--- src/rtl/dual_core_ram_arbiter.sv ---
// Round-robin arbiter that lets two cores share one single-port data RAM.
// Grants are combinational, and the RAM is driven in the grant cycle.
// The 1-cycle-latency response (rvalid/err/rdata) is routed back to the
// core that was granted. Addresses beyond the RAM get an error response,
// and cycles where both cores request are counted in a saturating counter.
module dual_core_ram_arbiter #(
    parameter int ADDR_WIDTH = 12,
    parameter int CNT_WIDTH  = 16
) (
    input  logic                  clk_i,
    input  logic                  rst_ni,
    input  logic [1:0]            req_i,
    input  logic [1:0][31:0]      addr_i,
    input  logic [1:0]            we_i,
    input  logic [1:0][3:0]       be_i,
    input  logic [1:0][31:0]      wdata_i,
    output logic [1:0]            gnt_o,
    output logic [1:0]            rvalid_o,
    output logic [1:0]            err_o,
    output logic [1:0][31:0]      rdata_o,
    output logic                  ram_en_o,
    output logic                  ram_we_o,
    output logic [ADDR_WIDTH-1:0] ram_addr_o,
    output logic [3:0]            ram_be_o,
    output logic [31:0]           ram_wdata_o,
    input  logic [31:0]           ram_rdata_i,
    output logic [CNT_WIDTH-1:0]  conflict_cnt_o
);

    // The two lowest address bits select a byte within a word; byte lanes
    // are handled by be_i, so these bits are deliberately ignored.
    logic unused_addr_lsbs;
    assign unused_addr_lsbs = ^{addr_i[0][1:0], addr_i[1][1:0]};

    logic                 last_q, last_d;   // index of the most recent grant
    logic                 vld_q,  vld_d;    // a response is due this cycle
    logic                 rsel_q, rsel_d;   // port that owns the response
    logic                 oob_q,  oob_d;    // that access was out of range
    logic                 rd_q,   rd_d;     // that access was a read
    logic [CNT_WIDTH-1:0] cnt_q,  cnt_d;

    logic gidx;
    logic granted;
    logic in_range;

    // Increment that sticks at the all-ones value instead of wrapping.
    function automatic logic [CNT_WIDTH-1:0] sat_inc(input logic [CNT_WIDTH-1:0] v);
        return (&v) ? v : v + {{(CNT_WIDTH-1){1'b0}}, 1'b1};
    endfunction

    // Round-robin arbitration: on a tie, the port that did not win last time gets the grant.
    always_comb begin
        gnt_o = 2'b00;
        gidx  = 1'b0;
        unique case (req_i)
            2'b01: begin gnt_o = 2'b01; gidx = 1'b0; end
            2'b10: begin gnt_o = 2'b10; gidx = 1'b1; end
            2'b11: begin
                if (last_q) begin gnt_o = 2'b01; gidx = 1'b0; end
                else        begin gnt_o = 2'b10; gidx = 1'b1; end
            end
            default: ;
        endcase
        granted  = |req_i;
        in_range = (addr_i[gidx][31:ADDR_WIDTH+2] == '0);
    end

    // Drive the RAM from the granted port. Out-of-range accesses never touch the RAM.
    always_comb begin
        ram_en_o    = granted & in_range;
        ram_we_o    = ram_en_o & we_i[gidx];
        ram_addr_o  = '0;
        ram_be_o    = '0;
        ram_wdata_o = '0;
        if (ram_en_o) begin
            ram_addr_o  = addr_i[gidx][ADDR_WIDTH+1:2];
            ram_be_o    = be_i[gidx];
            ram_wdata_o = wdata_i[gidx];
        end
    end

    // Next state: capture response routing at grant time and count contention cycles.
    always_comb begin
        last_d = last_q;
        rsel_d = rsel_q;
        oob_d  = oob_q;
        rd_d   = rd_q;
        vld_d  = granted;
        if (granted) begin
            last_d = gidx;
            rsel_d = gidx;
            oob_d  = ~in_range;
            rd_d   = ~we_i[gidx];
        end
        cnt_d = (req_i == 2'b11) ? sat_inc(cnt_q) : cnt_q;
    end

    // State registers; reset gives port 0 the first tie and drops any pending response.
    always_ff @(posedge clk_i or negedge rst_ni) begin
        if (!rst_ni) begin
            last_q <= 1'b1;
            vld_q  <= 1'b0;
            rsel_q <= 1'b0;
            oob_q  <= 1'b0;
            rd_q   <= 1'b0;
            cnt_q  <= '0;
        end else begin
            last_q <= last_d;
            vld_q  <= vld_d;
            rsel_q <= rsel_d;
            oob_q  <= oob_d;
            rd_q   <= rd_d;
            cnt_q  <= cnt_d;
        end
    end

    // Route the response to its owner. Idle lanes read zero, and read data passes only for in-range reads.
    always_comb begin
        rvalid_o = 2'b00;
        err_o    = 2'b00;
        rdata_o  = '0;
        if (vld_q) begin
            rvalid_o[rsel_q] = 1'b1;
            err_o[rsel_q]    = oob_q;
            if (!oob_q && rd_q) rdata_o[rsel_q] = ram_rdata_i;
        end
    end

    assign conflict_cnt_o = cnt_q;

endmodule
--- config.mk ---
export PLATFORM = sky130hd
export DESIGN_NAME = dual_core_ram_arbiter
export DESIGN_NICKNAME = d
export VERILOG_FILES = /design/src/rtl/dual_core_ram_arbiter.sv
export SDC_FILE = /design/constraint.sdc
export NUM_CORES = 1
export LEC_CHECK = 0
export ABC_AREA = 1
export CORE_AREA = 2 2 119 121
export CTS_BUF_LIST = sky130_fd_sc_hd__clkbuf_4 sky130_fd_sc_hd__clkbuf_8
export DETAILED_ROUTE_END_ITERATION = 7
export DIE_AREA = 0 0 121 123
export PLACE_DENSITY = 0.69
export SKIP_LAST_GASP = 1
export SLEW_MARGIN = 20
export SYNTH_ARGS = -nofsm -noshare
export SYNTH_HDL_FRONTEND = slang
export SYNTH_SLANG_ARGS = --single-unit
export TNS_END_PERCENT = 30
--- constraint.sdc ---
create_clock -name clk_i -period 1.8 [get_ports clk_i]
set_input_delay 0.18 -clock clk_i [delete_from_list [all_inputs] [get_ports clk_i]]
set_output_delay 0.18 -clock clk_i [all_outputs]
set_load 0.05 [all_outputs]
---- Yosys cells after proc, flatten, opt, wreduce, memory -nomap -nowiden ----
Cells that the tools add are included.
storage, ports and cells
  bits in registers ....................... 21
  bits in latches ......................... 0
  bits in writable memories ............... 0
  memory bits (read-only) ................. 0
  bits of input ports ..................... 174
  output and inout bits ................... 136
  logic and storage cells ................. 50
  memories kept ........................... 0
cells by class
  $add $sub $neg .......................... 1
  multipliers ............................. 0
  div/mod/pow operators ................... 0
  $lt $le $gt $ge ......................... 3
  eq/ne operators ......................... 3
  shift-type cells ........................ 0
  muxes and demuxes ....................... 23
  bitwise gates (word level) .............. 7
  reductions and logical operators ........ 7
operators with widths
  kind                   count
  $mux 32                6
  $mux 64                2
  $and 64x64->64         1
  $demux 32 s1           1
  $logic_not 18->1       1
  $add 16x1->16 const B  1
  $reduce_and 16->1      1
  $mux 12                1
  $mux 4                 3
  $mux 2                 3
  $pmux 2 s3             1
  $eq 2x2->1 const B     2
  $lt 1x2->1 const B     2
  $mux 1                 4
  $not 1->1              3
  $and 1x1->1            2
  $and 2x2->2            1
  $eq 2x1->1 const B     1
  $logic_and 1x1->1      2
  $pmux 1 s2             1
  $reduce_and 2->1       1
  $reduce_or 2->1        1
  $demux 1 s1            1
  $ge 1x1->1 const B     1
  $logic_not 1->1        1

---- Depth between registers and ports, before layout ----
  depth after elaboration ................. 7
  gate-level depth with buffers ........... 10
  depth with buffers taken out ............ 8

---- Worst setup path before layout ----
Ideal clock, no wire load.
  path kind ............................... reg-to-output
  from .................................... register oob_q
  to ...................................... output port rdata_o[10] (netlist name)
  arrival ................................. 1862 ps
  required time ........................... 1620 ps
  slack ................................... -242 ps
  cell stages (with the launch flop) ...... 5
  path buffers ............................ 1
  cells stage by stage .................... dfrtp_1 inv_1 nand2_1 clkbuf_1 nor3_1
RTL lines
  what                    line  RTL
  start, declared         38    logic oob_q, oob_d;
  start signal, assigned  111   oob_q <= oob_d;
  end, declared           20    output logic [1:0][31:0] rdata_o,

---- Worst setup path after layout ----
  from .................................... register last_q
  to ...................................... output port ram_wdata_o[1]
on the way
  word-level cells in the longest chain between the ends .. 7
  elaborated cells between the ends (all ways) .. 9
  classes of those cells .................. mux (7); bitwise (1); reduce/logical (1)
ends and longest elaborated chain
  what                    line  RTL
  start, declared         35    logic last_q, last_d;
  start signal, assigned  108   last_q <= last_d;
  $mux 1 (*)              59    if (last_q) begin gnt_o = 2'b01; gidx = 1'b0; end
  $pmux 1 s2 (*)          55    unique case (req_i)
  $mux 32 (2 in series)   --
  $logic_not 18->1        65    in_range = (addr_i[gidx][31:ADDR_WIDTH+2] == '0);
  $and 1x1->1             70    ram_en_o = granted & in_range;
  $mux 32 (*)             75    if (ram_en_o) begin
  end, declared           25    output logic [31:0] ram_wdata_o,
Mark *: on every way between the ends. The rest lies on a longest branch, timed or not. The select of a mux whose other input is x is not followed.

==> results_dict.tcl <==
set metrics [dict create \
    final_common_cell "nand2_1" \
    clock_path_buffers 2 \
    rsz0062_at_grt "true" \
    fmax_ghz 0.4846 \
    grt_pass1_vias 4162 \
    insertion_delay_ps 270 \
    wl_met1_mm 5.657 \
    finalClockSkew_ps 12.68 \
    syn-instance-count 566 \
    nets 1053 \
    ys_seq_area_share_pct 18.24 \
    drt_first_pass_iters 4 \
    syn_nets 741 \
    drt_wl_total_mm 14.71 \
    holdBufCountCts 0 \
    vias_per_cell 4.277 \
    io_buffer_count 305 \
    vias 4521 \
    grt_pass1_wl_mm 20.67 \
    crit_fanout 10 \
    cts_buffers 3 \
    finalHoldViolations 0 \
    drv_slew 0 \
    route.met2.wl_mm 7.572 \
    endpoint_kind "output pin" \
    post_drt_wl_per_cell_um 13.92 \
    cts.htree.levels 1 \
    fin_cells 1057 \
    n_antenna_cell 0 \
    synth_seq_cells 21 \
    dp.cells 1046 \
    core_um2 13610 \
    setup_viol 50 \
    power.density_nw_per_um2 321.9 \
    path_buf_inv 3 \
    cts_setup_buffers 0 \
    max_slew.worst_pin.slew_ps 502.0 \
    gp_congestion 0.8801 \
    required_ps 1620 \
    critPathKind "flip-flop to output pin" \
    post-route-drc-count 0 \
    cpPeakStageDelay_ps 540 \
    cp-start-kind "flip-flop" \
    critPathSlowestCell "dfstp_2" \
    drtIter0Drc 221 \
    setup_tns_ps -11600 \
    failed_checks "setup timing" \
    ir_drop_mv 0.2468 \
    netlist_area_um2 2888 \
    ioPinCount 310 \
    grt_overflow 0 \
    ys_types 30 \
    status "complete, but fails checks" \
    grt_max_degree 65 \
    antenna_found_initial 0 \
    clock_sinks 21 \
    syn_to_final_growth_pct 159.1 \
    worst_slack_ps -263.5 \
    crit_chain "buf_6, a21oi_4, nor2_2, nand3_2, nand2_4, nand2_8, buf_16, nor2_2, buf_6" \
    ant_nets 0 \
    fp.dieH_um 123 \
    crit_cells 9 \
    drive_gt1_share_pct 25.31 \
    r2r_cells 7 \
    dp_hpwl_mm 11.17 \
    top_layer_used "met4" \
    die_w_um 121 \
    period_minus_slack_ps 2064 \
    fin_crit_sh_pct 114.6 \
    rows 43 \
    clockRootBuffer "clkbuf_8" \
    die_area_um2 14880 \
    max_cap_violations 0 \
    worstPathArrival_ps 1880 \
    max_slew_margin_pct 66.43 \
    cp_top_family "simple AND/OR/NAND/NOR gates" \
    grt_use_total_pct 17.09 \
    hp-class "input port to async pin" \
    final_cell_mix "219 x nand2_1, 181 x clkdlybuf4s50_1, 95 x inv_1" \
    p_leak_nw 3.512 \
    yosys_warnings 0 \
    start_util_pct 21.22 \
    syn_area_per_cell_um2 5.102 \
    tritoncts "done" \
    cts.clk_slew.worst_paths_ps 90 \
    routed-wl-met3_mm 1.151 \
]
[through the flow]
stage	worst slack, ps	util, %	area, um^2	power [mW]	hold WS [ps]
after floorplan	-242.2	-	2888	1.263	-115.6
after global placement	-400.1	51.02	6944	2.038	514.2
after detailed placement	-385.2	51.02	6944	2.047	525.8
after CTS	-283.2	52.83	7191	2.394	254.3
after global routing	-352.1	54.98	7483	2.557	285.9
final	-263.5	54.98	7483	2.409	236.9
[metal layers]
layer  GRT usage [%]  vias to the layer above
met2           31.36                      218
li1                -                     2297
met5               0                        -
met1           20.59                     1985
met4           4.070                        0
met3           3.137                       21
[report_power, final]
part / switching, mW / internal, mW / leakage, nW / total [mW]
sequential: 0.0673 / 0.521 / 0.272 / 0.589
clock: 0.173 / 0.157 / 0.0217 / 0.330
combinational: 0.765 / 0.725 / 3.22 / 1.49
total: 1.01 / 1.40 / 3.51 / 2.41
[cell families after synthesis]
| group | share of synthesized area [%] |
|---|---|
| AND/OR/NAND/NOR | 57.32 |
| buffers and inverters | 17.98 |
| adder cells (fa/ha/maj) | 0.4332 |
| AO/OA/AOI/OAI | 2.687 |
| flip-flops | 18.24 |
| XOR/XNOR | 3.336 |
[Yosys cell counts]
cell type	number	area (um^2)
ha_1	1	12.51
and2_1	1	6.260
xnor2_1	9	78.83
a21o_1	1	7.510
nor2_2	1	6.260
or2_2	1	6.260
xor2_1	2	17.52
nand2_1	221	829.6
and2_0	1	6.260
dfrtp_1	20	500.5
inv_1	95	356.6
buf_4	1	7.510
nand2_2	1	6.260
inv_2	3	11.26
a21boi_0	1	7.510
dfstp_2	1	26.28
o21ai_0	8	40.04
a21oi_2	1	8.760
buf_2	7	35.03
nor2_4	9	101.4
nor3_1	64	320.3
o21ai_2	1	8.760
a21oi_1	1	5.000
nand3_2	1	10.01
nand4_1	2	12.51
nand3_1	10	50.05
buf_8	1	15.01
clkbuf_1	19	71.32
nor2_1	80	300.3
buf_6	2	22.52
[worst register-to-register path, cell delays in order (launching register included)]
cell and delay (ps):
dfrtp_1 440, ha_1 240, nand3_1 180, inv_1 90
nand3_1 90, o21ai_2 190, buf_4 200, o21ai_0 90
[final cells by class]
| cell class | count | area [um^2] |
|---|---|---|
| timing repair buffer | 337 | 4299 |
| clock inverter | 1 | 7.507 |
| tap | 180 | 225.2 |
| fill | 1209 | 6128 |
| sequential | 21 | 526.8 |
| multi-input combinational | 417 | 2016 |
| inverter | 98 | 367.9 |
| clock buffer | 3 | 41.29 |
[what timing repair did]
| action | CTS | global route |
|---|---|---|
| cloned | 1 | 6 |
| pin swaps | 1 | 0 |
| resized for setup | 53 | 47 |
| endpoints found under the setup margin | 51 | 97 |
[registers in the layout (all words and copies together) (netlist names)]
signal / cells
conflict_cnt_o: 16
last_q: 1
oob_q: 1
rd_q: 1
rsel_q: 1
vld_q: 1
[worst paths after layout]
path	start	endpoint	slack, ps
max	last_q	ram_wdata_o[1]	-260
min	rst_ni	conflict_cnt_o[7]	240
max reg2reg	conflict_cnt_o[0]	conflict_cnt_o[5]	170
min reg2reg	rd_q	rd_q	540
max in group asynchronous	rst_ni	last_q	1270
min in group clk_i	rd_q	rd_q	540
Note: power is estimated with default switching activity, not from simulation.
